<file path="config.mk">
export PLATFORM = sky130hd
export DESIGN_NAME = pila_sync
export DESIGN_NICKNAME = d
export VERILOG_FILES = /design/src/rtl/pila_sync.sv
export SDC_FILE = /design/constraint.sdc
export NUM_CORES = 1
export LEC_CHECK = 0
export BUFFER_PORTS_ARGS = -buffer_cell sky130_fd_sc_hd__buf_4
export CORE_MARGIN = 8
export CORE_UTILIZATION = 50
export CTS_BUF_LIST = sky130_fd_sc_hd__clkbuf_4 sky130_fd_sc_hd__clkbuf_8
export DETAILED_ROUTE_END_ITERATION = 12
export PLACE_DENSITY = 0.72
export SETUP_SLACK_MARGIN = 0.4
export SYNTH_ARGS = -nofsm -noshare
export SYNTH_HDL_FRONTEND = slang
export SYNTH_SLANG_ARGS = --single-unit
</file>
<file path="constraint.sdc">
create_clock -name clk -period 3.3 [get_ports clk]
set_input_delay 0.66 -clock clk [delete_from_list [all_inputs] [get_ports clk]]
set_output_delay 0.66 -clock clk [all_outputs]
set_load 0.01 [all_outputs]
</file>
<file path="src/rtl/pila_sync.sv">
// -----------------------------------------------------------------------------
// pila_sync -- synchronous LIFO for return addresses (jal/ret).
//
// Holds up to DEPTH entries of WIDTH bits. The top of stack is presented
// combinationally on outpop so a pop consumes the value visible in the same
// cycle. Rejected operations raise sticky overflow/underflow flags that hold
// until clr_err or reset.
//
// Ports
//   clk        in   1      clock, all state changes on posedge
//   reset      in   1      synchronous, active-high; overrides push/pop/clr_err
//   push       in   1      write inpush onto the stack
//   pop        in   1      remove the top entry
//   clr_err    in   1      clear overflow/underflow (a new error in the same
//                          cycle wins)
//   inpush     in   WIDTH  data to push
//   outpop     out  WIDTH  top of stack, 0 when empty
//   empty      out  1      count == 0
//   full       out  1      count == DEPTH
//   count      out  CW     number of valid entries
//   overflow   out  1      sticky: push rejected while full
//   underflow  out  1      sticky: pop rejected while empty
// -----------------------------------------------------------------------------
module pila_sync #(
    parameter  int WIDTH = 10,
    parameter  int DEPTH = 8,
    localparam int CW    = $clog2(DEPTH + 1)
) (
    input  logic             clk,
    input  logic             reset,
    input  logic             push,
    input  logic             pop,
    input  logic             clr_err,
    input  logic [WIDTH-1:0] inpush,
    output logic [WIDTH-1:0] outpop,
    output logic             empty,
    output logic             full,
    output logic [CW-1:0]    count,
    output logic             overflow,
    output logic             underflow
);

    logic [WIDTH-1:0] r_mem [DEPTH];
    logic [CW-1:0]    r_count;
    logic             r_overflow;
    logic             r_underflow;

    logic             w_empty;
    logic             w_full;
    logic [CW-1:0]    w_top_idx;
    logic [CW-1:0]    w_wr_idx;
    logic             w_wr_en;
    logic [CW-1:0]    w_count_next;
    logic             w_ov_set;
    logic             w_ud_set;

    assign w_empty   = (r_count == '0);
    assign w_full    = (r_count == CW'(DEPTH));
    assign w_top_idx = r_count - CW'(1);

    // Push+pop on a non-empty stack overwrites the top in place; every other
    // accepted push (including push+pop on empty) writes the next free slot.
    assign w_wr_idx = (push && pop && !w_empty) ? w_top_idx : r_count;
    assign w_wr_en  = push && (pop || !w_full);

    // A lone push into a full stack is the only overflow; any pop seen while
    // empty is an underflow, even when paired with a push that is accepted.
    assign w_ov_set = push && !pop && w_full;
    assign w_ud_set = pop && w_empty;

    always_comb begin
        w_count_next = r_count;
        unique case ({push, pop})
            2'b10:   if (!w_full)  w_count_next = r_count + CW'(1);
            2'b01:   if (!w_empty) w_count_next = r_count - CW'(1);
            2'b11:   if (w_empty)  w_count_next = CW'(1);
            default: w_count_next = r_count;
        endcase
    end

    // NOTE: storage carries no reset; its contents are never visible until
    // written because outpop is gated by count, and resetting an array would
    // force it out of RAM-style inference.
    always_ff @(posedge clk) begin
        if (!reset && w_wr_en) begin
            r_mem[w_wr_idx] <= inpush;
        end
    end

    always_ff @(posedge clk) begin
        if (reset) begin
            r_count     <= '0;
            r_overflow  <= 1'b0;
            r_underflow <= 1'b0;
        end else begin
            r_count     <= w_count_next;
            // Set wins over clr_err when both happen in one cycle.
            r_overflow  <= w_ov_set | (r_overflow  & ~clr_err);
            r_underflow <= w_ud_set | (r_underflow & ~clr_err);
        end
    end

    assign outpop    = w_empty ? '0 : r_mem[w_top_idx];
    assign empty     = w_empty;
    assign full      = w_full;
    assign count     = r_count;
    assign overflow  = r_overflow;
    assign underflow = r_underflow;

endmodule

</file>
# --- Word-level counts from Yosys, hierarchy flattened ---
# Memory sizes are Yosys's and may differ from the RTL's.
# Cells that the tools add are included.
op_classes:
  n_mux: 8
  n_reduce_logical: 15
  addsub: 2
  n_bitwise: 5
  eq_ne: 7
op_table:
  columns: ["op", "n"]
  rows:
  - ["two-way mux 4 bit", 3]
  - ["case mux 4 bit (3 select lines)", 1]
  - ["two-way mux 10 bit", 1]
  - ["logical AND 1 bit", 7]
  - ["!= test 2 bit, second input constant", 3]
  - ["adder 4 x 1 -> 4 bit, second input constant", 1]
  - ["== test 2 bit, second input constant", 2]
  - ["== test 4 bit, second input constant", 1]
  - ["zero test 1 bit", 4]
  - ["zero test 4 bit", 1]
  - ["AND reduction 4 bit", 1]
  - ["subtractor 4 x 1 -> 4 bit, second input constant", 1]
  - ["two-way mux 3 bit", 1]
  - ["nonzero test 3 bit", 1]
  - ["bitwise AND 1 bit", 2]
  - ["== test 2 x 1 -> 1 bit, second input constant", 1]
  - ["two-way mux 1 bit", 2]
  - ["OR 1 bit", 2]
  - ["logical OR 1 bit", 1]
  - ["inverter 1 bit", 1]
totals:
  ram_bits: 80
  n_memories: 1
  output_inout_bits: 18
  elab_cells: 41
  ff_bits: 6
mem_list:
  columns: ["memory", "depth", "width", "read_ports", "rd_clocked_by_memory_dff", "wr", "line_no", "rtl"]
  rows:
  - ["r_mem", 8, 10, 1, 0, 1, "43", "logic [WIDTH-1:0] r_mem [DEPTH];"]

# --- Depth between registers and ports, before layout ---
logic_depth:
  depth_word: 7
  ltp_mapped: 8
  mapped_depth_nobuf: 7

# --- Worst setup path after synthesis ---
# No wires, ideal clock.
synth_path:
  kind: "register to output"
  start: "register r_count[0], in the netlist count[0]"
  end: "output outpop[5]"
  required_ns: 2.640
  stages_incl_launch_ff: 9
  arrival_time_ns: 2.002
  setup_slack_ns: 0.638
  path_cell_list: "dfxtp_1 > buf_2 > inv_1 > ha_1 > buf_2 > buf_1 > mux4_2 > nand2_1 > a21oi_1"
synth_via:
  elab_chain_cells: 3
synth_rtl:
  columns: ["item", "line_no", "rtl"]
  rows:
  - ["start, declared", "44", "logic [CW-1:0] r_count;"]
  - ["start signal, assigned", "96", "r_count <= w_count_next;"]
  - ["subtractor 4 x 1 -> 4 bit", null, null]
  - ["memory read (8 x 10 bit)", null, null]
  - ["two-way mux 10 bit (*)", "103", "assign outpop = w_empty ? '0 : r_mem[w_top_idx];"]
  - ["end, declared", "35", "output logic [WIDTH-1:0] outpop,"]
# Mark *: on every way between the ends. The rest lies on a longest branch, timed or not.

# --- Worst setup path in the final report ---
layout_path:
  start: "register r_count[0], in the netlist count[0]"
  end: "memory r_mem[6][5], enable pin"
layout_via:
  elab_chain_cells: 7
layout_rtl:
  columns: ["item", "line_no", "rtl"]
  rows:
  - ["== test 4 bit", "58", "assign w_full = (r_count == CW'(DEPTH));"]
  - ["zero test 1 bit", null, null]
  - ["logical OR 1 bit", "64", "assign w_wr_en = push && (pop || !w_full);"]
  - ["logical AND 1 bit", "64", null]
  - ["logical AND 1 bit", "85", "if (!reset && w_wr_en) begin"]
  - ["two-way mux 1 bit", "85", null]
  - ["two-way mux 1 bit (not written as such)", "86", "r_mem[w_wr_idx] <= inpush;"]
  - ["end, declared", "43", null]
# Parallel ways exist; a longest one is shown, timed or not.

==> out/results.txt <==
The antenna violation net count after detailed routing was 0. The commonest cells after synthesis are sky130_fd_sc_hd__edfxtp_1 (80), sky130_fd_sc_hd__nand2_1 (25), sky130_fd_sc_hd__mux4_2 (20), sky130_fd_sc_hd__a21oi_1 (15), sky130_fd_sc_hd__nor2_1 (14). Entering global routing, the biggest net connects 31 pins.

For the number of antenna violations at the first check in global routing, the log shows 0. 33 I/O pins were placed. In the post-synthesis netlist, the biggest area contributors are sky130_fd_sc_hd__edfxtp_1 (67%), sky130_fd_sc_hd__mux4_2 (13%), sky130_fd_sc_hd__dfxtp_1 (3.3%). The tools report the total die area as 10,170 µm². Cells with a size suffix above 1 make up 35.06% of the layout. The number of CTS-inserted buffers is 9. Clock root buffer: sky130_fd_sc_hd__clkbuf_8. For the sum of negative setup slack, the log shows 0 ns.

The first global-routing pass estimated 10.84 mm of wire. In this run the tool buffered the top-level ports with 32 buffer cells. IR analysis of the VDD net gives a maximum drop of 401.0 µV. The total overflow left after global routing is 0. Fraction of synthesized cell area taken by the top area cell type: 66.74%.

The count of nets after finishing is 284, and the distinct cell type count after synthesis is 38. In this run the core area contains 31 standard-cell rows. The H-tree generated during clock tree synthesis spans 3 levels. Sequential elements use 70.07% of the synthesized area.

For the reg2reg setup slack, the log shows 0.54 ns. The DRC violation total after the first TritonRoute iteration was 89; the number of global-route vias before repair was 2,071. The die outline width was 100.9 µm.

A synthesized cell averages 16.59 µm². Number of setup violations in the final report: 0. Synthesis inferred 86 register bits. For the number of nets in the synthesized netlist, the log shows 235. The smallest clock period supported by the final layout is computed as 2.761 ns.

Dividing the detail-routed wire length by the instance count gives 18.57 µm. TritonCTS built the clock tree. In the routed layout, each cell is associated on average with a via count of 5.478. Before CTS, the worst setup slack after placement is 0.4897 ns.

The run gives 0 as the final hold violation count. The first detailed-routing pass ran for 4 iterations. Among all flip-flop cells after synthesis, the most frequent one is sky130_fd_sc_hd__edfxtp_1.

The min-delay analysis places its worst path in the category in2reg. After synthesis, the share of flip-flops with an asynchronous set or reset is 0%. Data on the critical path arrives at its endpoint at 2.74 ns. The worst pin sits at a relative slew slack of 39.93%. The critical path start-end classification was reg2reg. The final weighted congestion in routability-driven placement is 0.7847. Synthesis produced 217 cells. The final route contains 2,027 vias. The areal power density over the cells came out at 630.7 nW/µm². The run finished with clean final reports. The tree built by TritonCTS fans out to 86 sinks. The number of buffers inserted for hold repair after clock tree synthesis is 0. Across every metal layer, demand over resource in global routing totals 14.69%. Number of enable flip-flop cells after synthesis: 80. The largest clock skew in the final design is 0.008180 ns. Setup repair after global routing could not meet its margin everywhere. The clock reaches the later pin of the worst-skew pair after 0.36 ns. The portion of the clock cycle consumed by the worst path in the final layout is 83.67%.

Hold is met by 0.5300 ns. The effective utilization at floorplan came out at 50.71%. STA puts the critical path data required time at 3.28 ns. The standard cell core area came out at 7098 µm². The worst setup path is captured at a flip-flop. Static timing analysis puts the maximum clock frequency at 0.3622 GHz. Across the run, the number of max-cap violations was 0. In this run the vertical extent of the chip is 100.9 µm. For the cell area after synthesis, the log shows 3600 µm². Of all cell types, the one taking the most synthesized area is sky130_fd_sc_hd__edfxtp_1.

The number of antenna diodes in the final layout is 0. Summed over all cells, the static leakage comes to 1.475 nW. The final layout contains routed wiring with a total length of 6.870 mm. The half-perimeter wire length after placement came out at 4.488 mm.

Once the clock tree was built, the setup fixing pass inserted 0 buffers. The tools report the nature of the critical path startpoint as a flip-flop. The final routed DRC violation total came out at 0. The most used standard cell by instance count after synthesis is sky130_fd_sc_hd__edfxtp_1. Of all nets on the critical path, the largest fanout is 10. For the pin with the worst max-slew slack, the measured transition is 0.8978 ns. The area added between synthesis and finish is 19.50%, and the number of pins with negative max-slew slack in the final report is 0.

Counting along the longest clock path gives a buffer depth of 2. Clock-pin slew was measured on the worst setup and hold paths at 0.09 ns. After layout, the worst setup slack is 0.5390 ns. The run gives 0 as the count of yosys warnings during synthesis.
-- power by group --
group	switching [W]	internal, W	leakage, nW
combinational	0.000308	0.000269	0.581
clock	0.000387	0.000513	0.122
sequential	0.0000125	0.00122	0.772
-- per-layer routing --
metal  wire [µm]  track usage, %  vias up
li1            -               -      946
met1        2980           18.23     1020
met2        3362           23.13       53
met3         424           4.075        8
met4         102           7.209        0
met5           0               0        -
-- critical path, cell delays in order, from the launching register on --
cell and delay, ns:
sky130_fd_sc_hd__dfxtp_2 0.32, sky130_fd_sc_hd__inv_1 0.19, sky130_fd_sc_hd__ha_1 0.34, sky130_fd_sc_hd__nand3_1 0.13
sky130_fd_sc_hd__o21ai_1 0.17, sky130_fd_sc_hd__or4b_4 0.51, sky130_fd_sc_hd__nor2_1 0.72
-- kinds of logic (layout without fill, tap and decap cells) --
kind of cell    after synthesis  after routing  synth area share [%]
compound gates               31             31                 5.492
flops                        86             86                 70.07
fa+ha+maj                     3              3                 1.043
simple gates                 60             60                 8.204
xor+xnor                      2              2                0.4867
buf+inv                      15             69                 2.189
mux                          20             20                 12.51
-- area by class of cell --
class	instances	area [µm²]
Multi-Input combinational cell	116	1016
Timing Repair Buffer	47	365.4
Sequential cell	86	2524
Fill cell	539	2796
Clock buffer	9	123.9
Inverter	6	22.52
Clock inverter	7	126.4
Tap cell	99	123.9
-- cell usage in the layout (no fill, tap or decap), types with 2 or more instances in the layout --
cell type | synthesis | routed
sky130_fd_sc_hd__ha_1 | 3 | 2
sky130_fd_sc_hd__nand2_1 | 25 | 25
sky130_fd_sc_hd__nor2_1 | 14 | 12
sky130_fd_sc_hd__inv_6 | 0 | 2
sky130_fd_sc_hd__nand3_1 | 2 | 2
sky130_fd_sc_hd__dfxtp_1 | 6 | 5
sky130_fd_sc_hd__mux4_2 | 20 | 20
sky130_fd_sc_hd__nor3_1 | 4 | 4
sky130_fd_sc_hd__edfxtp_1 | 80 | 80
sky130_fd_sc_hd__nor2_2 | 1 | 3
sky130_fd_sc_hd__nand2b_1 | 2 | 2
sky130_fd_sc_hd__a21oi_1 | 15 | 15
sky130_fd_sc_hd__o21ai_1 | 4 | 4
sky130_fd_sc_hd__clkbuf_8 | 0 | 9
sky130_fd_sc_hd__bufinv_16 | 0 | 3
sky130_fd_sc_hd__nor2b_1 | 3 | 3
sky130_fd_sc_hd__a31oi_1 | 5 | 5
sky130_fd_sc_hd__inv_1 | 6 | 6
sky130_fd_sc_hd__buf_4 | 3 | 46
-- registers in the layout (all words and copies together) (netlist names) --
register   flops
underflow      1
count          4
r_mem         80
overflow       1
-- final timing paths --
check,from,endpoint,depth (start not counted)
max reg2reg,count[0]$_SDFFE_PP0P_,r_mem[6][5]$_DFFE_PP_,6
min reg2reg,overflow$_SDFF_PP0_,overflow$_SDFF_PP0_,3
min,reset,count[0]$_SDFFE_PP0P_,2
max,count[0]$_SDFFE_PP0P_,r_mem[6][5]$_DFFE_PP_,6
-- metrics by stage --
| stage | cells | power (W) | utilization, % | cell area, µm² |
|---|---|---|---|---|
| after CTS | 370 | 0.002739 | 60.39 | 4287 |
| after global routing | 370 | 0.002829 | 60.60 | 4302 |
| final | 370 | 0.002713 | 60.60 | 4302 |
| after global placement | 354 | 0.001830 | 56.83 | 4034 |
| after floorplan | 217 | 0.001604 | - | 3600 |
| after detailed placement | 354 | 0.001836 | 56.83 | 4034 |
-- timing repair --
action,4_1_cts,5_1_grt
setup endpoints to repair,8,24
pin swaps,0,0
gates resized for setup,1,3
Note: power is estimated with default switching activity, not from simulation.
